File: src/rtl/if_id_stage_if.sv
// Handshake and decoded-field bundle between fetch, the IF/ID stage and decode.
// The master side is whoever drives fetch data and accepts decoded output; the stage is the slave.
interface if_id_stage_if #(
    parameter int XLEN = 32
) ();
    // A beat moves on a side when its valid and ready are both high on a rising clk edge;
    // valid never depends combinationally on ready on the same side.
    logic            in_valid;
    logic            in_ready;
    logic [31:0]     inst_i;
    logic [XLEN-1:0] pc_i;

    logic            out_valid;
    logic            out_ready;
    logic [6:0]      opcode_o;
    logic [4:0]      rs1_o;
    logic [4:0]      rs2_o;
    logic [4:0]      rd_o;
    logic [2:0]      funct3_o;
    logic [6:0]      funct7_o;
    logic [XLEN-1:0] imm_o;
    logic [XLEN-1:0] pc_o;

    modport master (
        output in_valid, inst_i, pc_i, out_ready,
        input  in_ready, out_valid, opcode_o, rs1_o, rs2_o, rd_o,
               funct3_o, funct7_o, imm_o, pc_o
    );

    modport slave (
        input  in_valid, inst_i, pc_i, out_ready,
        output in_ready, out_valid, opcode_o, rs1_o, rs2_o, rd_o,
               funct3_o, funct7_o, imm_o, pc_o
    );
endinterface

File: src/rtl/if_id_stage.sv
// RV32 IF/ID pipeline register with field/immediate decode and a saturating stall counter.
// Define IF_ID_SKID_EN to add a one-entry skid buffer behind the main slot (registered in_ready).
module if_id_stage #(
    parameter int XLEN      = 32,
    parameter int CNT_WIDTH = 16
) (
    input  logic                 clk,
    input  logic                 rstn,
    input  logic                 flush_i,
    if_id_stage_if.slave         bus,
    output logic [CNT_WIDTH-1:0] stall_cnt_o,
    output logic                 dbg_state_o
);

    typedef enum logic {
        EMPTY = 1'b0,
        FULL  = 1'b1
    } state_e;

    state_e          state_q, state_d;
    logic [31:0]     inst_q, inst_d;
    logic [XLEN-1:0] pc_q, pc_d;
    logic [CNT_WIDTH-1:0] stall_cnt_q, stall_cnt_d;

    logic out_valid;
    logic in_ready;
    logic accept;
    logic xfer;

    assign out_valid = (state_q == FULL);
    assign accept    = bus.in_valid & in_ready & ~flush_i;
    assign xfer      = out_valid & bus.out_ready;

`ifdef IF_ID_SKID_EN
    logic            skid_valid_q, skid_valid_d;
    logic [31:0]     skid_inst_q, skid_inst_d;
    logic [XLEN-1:0] skid_pc_q, skid_pc_d;
    logic            in_ready_q, in_ready_d;

    assign in_ready = in_ready_q;

    always_comb begin
        state_d      = state_q;
        inst_d       = inst_q;
        pc_d         = pc_q;
        skid_valid_d = skid_valid_q;
        skid_inst_d  = skid_inst_q;
        skid_pc_d    = skid_pc_q;
        if (flush_i) begin
            state_d      = EMPTY;
            skid_valid_d = 1'b0;
        end else if (state_q == EMPTY) begin
            if (accept) begin
                state_d = FULL;
                inst_d  = bus.inst_i;
                pc_d    = bus.pc_i;
            end
        end else if (skid_valid_q) begin
            // in_ready is low while the skid is occupied, so only a drain can happen here.
            if (xfer) begin
                inst_d       = skid_inst_q;
                pc_d         = skid_pc_q;
                skid_valid_d = 1'b0;
            end
        end else if (xfer) begin
            if (accept) begin
                inst_d = bus.inst_i;
                pc_d   = bus.pc_i;
            end else begin
                state_d = EMPTY;
            end
        end else if (accept) begin
            skid_valid_d = 1'b1;
            skid_inst_d  = bus.inst_i;
            skid_pc_d    = bus.pc_i;
        end
        in_ready_d = ~skid_valid_d;
    end

    always_ff @(posedge clk or negedge rstn) begin
        if (!rstn) begin
            skid_valid_q <= 1'b0;
            skid_inst_q  <= '0;
            skid_pc_q    <= '0;
            in_ready_q   <= 1'b1;
        end else begin
            skid_valid_q <= skid_valid_d;
            skid_inst_q  <= skid_inst_d;
            skid_pc_q    <= skid_pc_d;
            in_ready_q   <= in_ready_d;
        end
    end
`else
    assign in_ready = (state_q == EMPTY) | bus.out_ready;

    always_comb begin
        state_d = state_q;
        inst_d  = inst_q;
        pc_d    = pc_q;
        if (flush_i) begin
            state_d = EMPTY;
        end else if (accept) begin
            state_d = FULL;
            inst_d  = bus.inst_i;
            pc_d    = bus.pc_i;
        end else if (xfer) begin
            state_d = EMPTY;
        end
    end
`endif

    always_comb begin
        stall_cnt_d = stall_cnt_q;
        if (out_valid && !bus.out_ready && !(&stall_cnt_q)) begin
            stall_cnt_d = stall_cnt_q + 1'b1;
        end
    end

    always_ff @(posedge clk or negedge rstn) begin
        if (!rstn) begin
            state_q     <= EMPTY;
            inst_q      <= '0;
            pc_q        <= '0;
            stall_cnt_q <= '0;
        end else begin
            state_q     <= state_d;
            inst_q      <= inst_d;
            pc_q        <= pc_d;
            stall_cnt_q <= stall_cnt_d;
        end
    end

    // Immediate is assembled at 32 bits, then sign-extended from bit 31 to XLEN.
    logic signed [31:0] imm32;

    always_comb begin
        imm32 = '0;
        unique case (inst_q[6:0])
            7'b0000011, 7'b0010011, 7'b1100111:
                imm32 = {{20{inst_q[31]}}, inst_q[31:20]};
            7'b0100011:
                imm32 = {{20{inst_q[31]}}, inst_q[31:25], inst_q[11:7]};
            7'b1100011:
                imm32 = {{19{inst_q[31]}}, inst_q[31], inst_q[7], inst_q[30:25],
                         inst_q[11:8], 1'b0};
            7'b0110111, 7'b0010111:
                imm32 = {inst_q[31:12], 12'b0};
            7'b1101111:
                imm32 = {{11{inst_q[31]}}, inst_q[31], inst_q[19:12], inst_q[20],
                         inst_q[30:21], 1'b0};
            default:
                imm32 = '0;
        endcase
    end

    // An empty slot reads as an all-zero bubble.
    always_comb begin
        bus.opcode_o = out_valid ? inst_q[6:0]   : '0;
        bus.rd_o     = out_valid ? inst_q[11:7]  : '0;
        bus.funct3_o = out_valid ? inst_q[14:12] : '0;
        bus.rs1_o    = out_valid ? inst_q[19:15] : '0;
        bus.rs2_o    = out_valid ? inst_q[24:20] : '0;
        bus.funct7_o = out_valid ? inst_q[31:25] : '0;
        bus.imm_o    = out_valid ? XLEN'(imm32)  : '0;
        bus.pc_o     = out_valid ? pc_q          : '0;
    end

    assign bus.out_valid = out_valid;
    assign bus.in_ready  = in_ready;
    assign stall_cnt_o   = stall_cnt_q;
    assign dbg_state_o   = (state_q == FULL);

endmodule

File: src/flat_wrapper.sv
// flat-port wrapper written by rule: the top's interface ports become plain ports
module if_id_stage_flat 
#(
    parameter int XLEN      = 32,
    parameter int CNT_WIDTH = 16
)
  (clk, rstn, flush_i, stall_cnt_o, dbg_state_o, bus_in_valid, bus_inst_i, bus_pc_i, bus_out_ready, bus_in_ready, bus_out_valid, bus_opcode_o, bus_rs1_o, bus_rs2_o, bus_rd_o, bus_funct3_o, bus_funct7_o, bus_imm_o, bus_pc_o);
  if_id_stage_if #(.XLEN(XLEN)) bus_i ();
  input  logic clk;
  input  logic rstn;
  input  logic flush_i;
  output logic [CNT_WIDTH-1:0] stall_cnt_o;
  output logic dbg_state_o;
  input wire logic [$bits(bus_i.in_valid)-1:0] bus_in_valid;
  input wire logic [$bits(bus_i.inst_i)-1:0] bus_inst_i;
  input wire logic [$bits(bus_i.pc_i)-1:0] bus_pc_i;
  input wire logic [$bits(bus_i.out_ready)-1:0] bus_out_ready;
  output wire logic [$bits(bus_i.in_ready)-1:0] bus_in_ready;
  output wire logic [$bits(bus_i.out_valid)-1:0] bus_out_valid;
  output wire logic [$bits(bus_i.opcode_o)-1:0] bus_opcode_o;
  output wire logic [$bits(bus_i.rs1_o)-1:0] bus_rs1_o;
  output wire logic [$bits(bus_i.rs2_o)-1:0] bus_rs2_o;
  output wire logic [$bits(bus_i.rd_o)-1:0] bus_rd_o;
  output wire logic [$bits(bus_i.funct3_o)-1:0] bus_funct3_o;
  output wire logic [$bits(bus_i.funct7_o)-1:0] bus_funct7_o;
  output wire logic [$bits(bus_i.imm_o)-1:0] bus_imm_o;
  output wire logic [$bits(bus_i.pc_o)-1:0] bus_pc_o;
  assign bus_i.in_valid = bus_in_valid;
  assign bus_i.inst_i = bus_inst_i;
  assign bus_i.pc_i = bus_pc_i;
  assign bus_i.out_ready = bus_out_ready;
  assign bus_in_ready = bus_i.in_ready;
  assign bus_out_valid = bus_i.out_valid;
  assign bus_opcode_o = bus_i.opcode_o;
  assign bus_rs1_o = bus_i.rs1_o;
  assign bus_rs2_o = bus_i.rs2_o;
  assign bus_rd_o = bus_i.rd_o;
  assign bus_funct3_o = bus_i.funct3_o;
  assign bus_funct7_o = bus_i.funct7_o;
  assign bus_imm_o = bus_i.imm_o;
  assign bus_pc_o = bus_i.pc_o;
  if_id_stage #(.XLEN(XLEN), .CNT_WIDTH(CNT_WIDTH)) u_core (.clk(clk), .rstn(rstn), .flush_i(flush_i), .bus(bus_i), .stall_cnt_o(stall_cnt_o), .dbg_state_o(dbg_state_o));
endmodule
File: config.mk
export PLATFORM = sky130hd
export DESIGN_NAME = if_id_stage_flat
export DESIGN_NICKNAME = d
export VERILOG_FILES = /design/src/rtl/if_id_stage_if.sv /design/src/rtl/if_id_stage.sv /design/src/flat_wrapper.sv
export SDC_FILE = /design/constraint.sdc
export NUM_CORES = 1
export LEC_CHECK = 0
export ABC_AREA = 1
export BUFFER_PORTS_ARGS = -buffer_cell sky130_fd_sc_hd__buf_4
export CORE_AREA = 2 2 118 120
export CTS_CLUSTER_SIZE = 20
export DETAILED_ROUTE_END_ITERATION = 6
export DIE_AREA = 0 0 120 122
export SLEW_MARGIN = 25
export SYNTH_ARGS = -nofsm -noshare
export SYNTH_HDL_FRONTEND = slang
export SYNTH_SLANG_ARGS = --single-unit
File: constraint.sdc
create_clock -name clk -period 4.2 [get_ports clk]
set_input_delay 0.63 -clock clk [delete_from_list [all_inputs] [get_ports clk]]
set_output_delay 0.63 -clock clk [all_outputs]
set_load 0.1 [all_outputs]
# Yosys cells after proc, flatten, opt, wreduce, memory -nomap -nowiden
# Cells that the tools add are included.
# op_classes
eq_ne	8
add_sub_neg	1
div	0
bitwise_logic	6
muxes	12
n_reduce_logical	9
magnitude_cmp	0
mul	0
shift	0
# op_table
cell	n
case mux 32 bit (5 select lines)	1
two-way mux 32 bit	2
equality test 7 bit (second input constant)	3
adder 16 x 1 -> 16 bit (second input constant)	1
AND reduction 16 bit	1
two-way mux 5 bit	3
equality test 7 x 5 -> 1 bit (second input constant)	2
equality test 7 x 6 -> 1 bit (second input constant)	2
two-way mux 7 bit	2
equality test 7 x 2 -> 1 bit (second input constant)	1
AND 1 bit	3
two-way mux 1 bit	3
two-way mux 3 bit	1
nonzero test 3 bit	1
OR reduction 3 bit	1
logical AND 1 bit	2
zero test 1 bit	2
inverter 1 bit	2
AND reduction 2 bit	1
OR reduction 2 bit	1
OR 1 bit	1
# word_totals
latchBits	0
ff_bits	81
mem_bits_rw	0
romBits	0
memories	0
wordCells	40
out_inout_bits	115

# Depth between registers and ports, before layout
# logic_depth
depth_word	6
mapped_depth	9
mapped_depth_nobuf	9

# Worst setup path after synthesis
# Ideal clock, no wire load.
# synth_path
path_kind	flip-flop to output port
start	reg u_core.state_q, in the netlist u_core.bus.out_valid
end	out bus_imm_o[12]
path_buffers	1
slack_ns	0.687
path_stages_with_launch	4
required_time_ns	3.570
arrival_ns	2.883
path_cell_list	dfrtp_1 > inv_2 > clkbuf_1 > a21oi_1
# synth_via
elab_chain_len	1
# synth_rtl
item	line	rtl
start, declared	if_id_stage.sv:20	state_e state_q, state_d;
start signal, assigned	if_id_stage.sv:126	state_q <= state_d;
two-way mux 32 bit	if_id_stage.sv:164	bus.imm_o = out_valid ? XLEN'(imm32) : '0;
end, declared	flat_wrapper.sv:26	output wire logic [$bits(bus_i.imm_o)-1:0] bus_imm_o;
# Every way passes these cells.

# Final worst setup path
# layout_path
start	reg u_core.inst_q[3]
end	out bus_imm_o[16]
# layout_via
elab_chain_len	4
elab_cells_between_ends	12
classes_between	8 x eq/ne; 2 x mux; 2 x reduce/logical
# layout_rtl
item	line	rtl
start, declared	if_id_stage.sv:21	logic [31:0] inst_q, inst_d;
start signal, assigned	if_id_stage.sv:127	inst_q <= inst_d;
equality test 7 x 2 -> 1 bit, or another cell as far along	if_id_stage.sv:138	unique case (inst_q[6:0])
OR reduction 3 bit or OR reduction 2 bit (tied branches)	if_id_stage.sv:138	
case mux 32 bit (5 select lines) *	if_id_stage.sv:138	
two-way mux 32 bit *	if_id_stage.sv:164	
# Every way passes the cells marked *; elsewhere a longest branch is shown, timed or not.

==> results.py <==
metrics = {
    "placement": {
        "numPortBuffers": 183,
        "post-dp-hpwl_mm": 9.27,
        "placed_area_um2": 6070,
        "gp_congestion": 0.921,
    },
    "sta": {
        "worst_pin_slew_ps": 927,
        "drv_slew": 0,
        "finClkSkew_ps": 7.29,
        "hold_viol": 0,
        "hold_ws_ps": 245,
        "rsz0062_at_grt": "false",
        "max_freq_mhz": 339,
        "post-route-min-period_ps": 2950,
        "setup_viol": 0,
        "max_slew_margin": 0.382,
        "fin_crit_sh": 0.703,
        "setup_tns_ps": 0,
    },
    "clocking": {
        "path_clk_slew_ps": 60,
        "post_cts.resized_instances": 0,
        "cts_max_level": 3,
        "cts_sinks": 81,
        "numCtsBuffers": 9,
        "post_cts_buffers": 0,
        "ctsHoldBuffers": 0,
        "cts_buffer_depth": 2,
        "cts_tree": "yes",
        "cts_root_buffer": "clkbuf_16",
        "clock_latency_ps": 340,
    },
    "floorplanning": {
        "ioPinCount": 184,
        "die_h_um": 122,
        "coreArea_um2": 13500,
        "dieArea_um2": 14600,
        "fp.dieW_um": 120,
        "rows": 43,
        "start_util": 0.341,
    },
    "worst_hold_path": {
        "worst_hold_path_type": "in2async",
    },
    "finish": {
        "drive_gt1_frac": 0.403,
        "final_cell_area_um2": 6340,
        "multiInputGateArea_um2": 2070,
        "fin_nets": 796,
        "syn_to_final_growth_pct": 37.6,
        "seq_area_um2": 2030,
        "fillCellCount": 1353,
        "num_antenna_cells": 0,
    },
    "critical_path": {
        "cp.required_ps": 3570,
        "startpoint_type": "register",
        "critPathMaxFanout": 19,
        "reg2reg_depth": 5,
        "crit_type": "reg2out",
        "arrival_ps": 2320,
        "cp-end-kind": "output port",
        "reg2reg_from": "u_core.bus.out_valid$_DFFE_PN0P_",
        "regToRegSetupSlack_ps": 1970,
        "r2r_end": "u_core.pc_q[30]$_DFFE_PN0P_",
    },
    "synth": {
        "synth_top_family_by_area": "simple AND/OR/NAND/NOR gates",
        "yosys_warnings": 0,
        "avgSynthCellArea_um2": 8.33,
        "yosysTopAreaCell": "dfrtp_1",
        "synthMuxAreaShare": 0.144,
        "synth_top_cells_by_area": "dfrtp_1, mux2_2, nand2_1, inv_1, nor2_1",
        "yosysSeqAreaShare": 0.440,
        "synth_compound_area_frac": 0.0595,
        "synth_seq_cells": 81,
        "yosys.area_share.simple": 0.229,
        "synth_area_um2": 4610,
        "synth_flop_cell": "dfrtp_1",
        "syn-num-nets": 623,
        "yosysTopAreaCellShare": 0.440,
        "synth_edf_count": 0,
        "synth_commonest_cells": "nand2_1, inv_1, dfrtp_1",
        "syn_inst": 553,
        "async_flop_share": 1.00,
        "synth_fa_ha_area_frac": 0.00272,
        "synth_xor_area_frac": 0.0133,
        "synth.most_common_cell": "nand2_1",
        "synth.distinct_cells": 30,
    },
    "global_routing": {
        "grt_max_degree": 70,
        "grt_pass1_wl_mm": 20.0,
        "antenna_found_initial": 0,
        "grt_pass1_vias": 4120,
        "overflow": 0,
        "use_met2": 0.295,
        "top_usage_layer": "met2",
        "globalRouteMet3Util": 0.0328,
        "grtUsageMet1": 0.216,
        "track_usage": 0.173,
    },
    "detailed_routing": {
        "final_antenna_net_count": 0,
        "vias": 4191,
        "avgViaCountPerCell": 4.61,
        "wl_mm": 12.4,
        "drt-pass1-iter-count": 4,
        "wl_per_cell_um": 13.6,
        "drc_errors": 0,
        "drt_iter0_markers": 222,
    },
    "outcome": {
        "outcome": "finished, final reports clean",
    },
    "pwr": {
        "power_density_nw_per_um2": 464,
        "leakage_uw": 0.00347,
        "vdd_ir_drop_max_mv": 0.438,
    },
    "job": {
        "maxCapViolCount": 0,
    },
}
## placed cells by master, fill, tap and decap left out, types with 2 or more instances in the layout
master and n:
nand2_1 154, buf_4 185, inv_2 4, o21ai_2 5
nand3_1 27, clkinv_2 4, nand2_4 2, mux2_2 59
xnor2_1 4, clkbuf_16 9, a21oi_1 21, xor2_1 3
nand3_2 2, nor2_4 4, nor2_2 2, nor2_1 37
o21ai_0 6, a21oi_2 10, nor3_1 2, dfrtp_1 80
nand2_2 3, nand4_1 7, inv_1 92
## report_power, final
group | switching, uW | internal (uW) | total (uW) | leakage, uW
Clock | 298 | 409 | 707 | 0.000135
Combinational | 884 | 299 | 1180 | 0.00236
Sequential | 133 | 918 | 1050 | 0.000973
## registers in the layout, summed over array words and instances (netlist names)
| register | flops |
|---|---|
| u_core.stall_cnt_o | 16 |
| u_core.pc_q | 32 |
| u_core.bus.out_valid | 1 |
| u_core.inst_q | 32 |
## critical path, stage by stage (launching register included)
cell and delay, ps:
dfrtp_1 430, inv_1 100, nand2_1 70, nor2_2 390, nand2_2 170, nand3_4 120, nand2_4 180, a21oi_1 200
buf_4 320
## cell type report
type | instances | area share
clock buffer | 11 | 0.0383
multi-input combinational | 352 | 0.326
sequential | 81 | 0.320
timing repair buffer | 185 | 0.219
inverter | 97 | 0.0578
tap | 180 | 0.0355
clock inverter | 4 | 0.00316
## worst max path at each step
stage / startpoint / slack, ps / to
global placement: u_core.inst_q[4]$_DFFE_PN0P_ / 1700 / bus_imm_o[16]
finish: u_core.inst_q[3]$_DFFE_PN0P_ / 1250 / bus_imm_o[16]
global route: u_core.inst_q[3]$_DFFE_PN0P_ / 1100 / bus_imm_o[15]
floorplan: u_core.bus.out_valid$_DFFE_PN0P_ / 690 / bus_imm_o[12]
detailed placement: u_core.inst_q[3]$_DFFE_PN0P_ / 1630 / bus_imm_o[15]
CTS: u_core.inst_q[3]$_DFFE_PN0P_ / 1220 / bus_imm_o[15]
## through the flow
stage | utilization | std cells | total power [uW] | setup slack [ps]
2_1_floorplan | - | 553 | 1960 | 687
3_3_place_gp | 0.450 | 895 | 2240 | 1700
3_5_place_dp | 0.450 | 895 | 2250 | 1630
4_1_cts | 0.469 | 910 | 2980 | 1220
5_1_grt | 0.469 | 910 | 3090 | 1100
6_report | 0.469 | 910 | 2940 | 1250
## cell families after synthesis
family                   Yosys count
AND/OR/NAND/NOR                  242
buffers and inverters            120
flip-flops                        81
multiplexers                      59
AO/OA/AOI/OAI                     43
XOR/XNOR                           7
adder cells (fa/ha/maj)            1
## layer usage
metal / vias up / wire [um]
met1: 1958 / 5410
met3: 17 / 837
met5: - / 0
met4: 0 / 201
met2: 160 / 5910
li1: 2056 / -
Note: power is estimated with default switching activity, not from simulation.
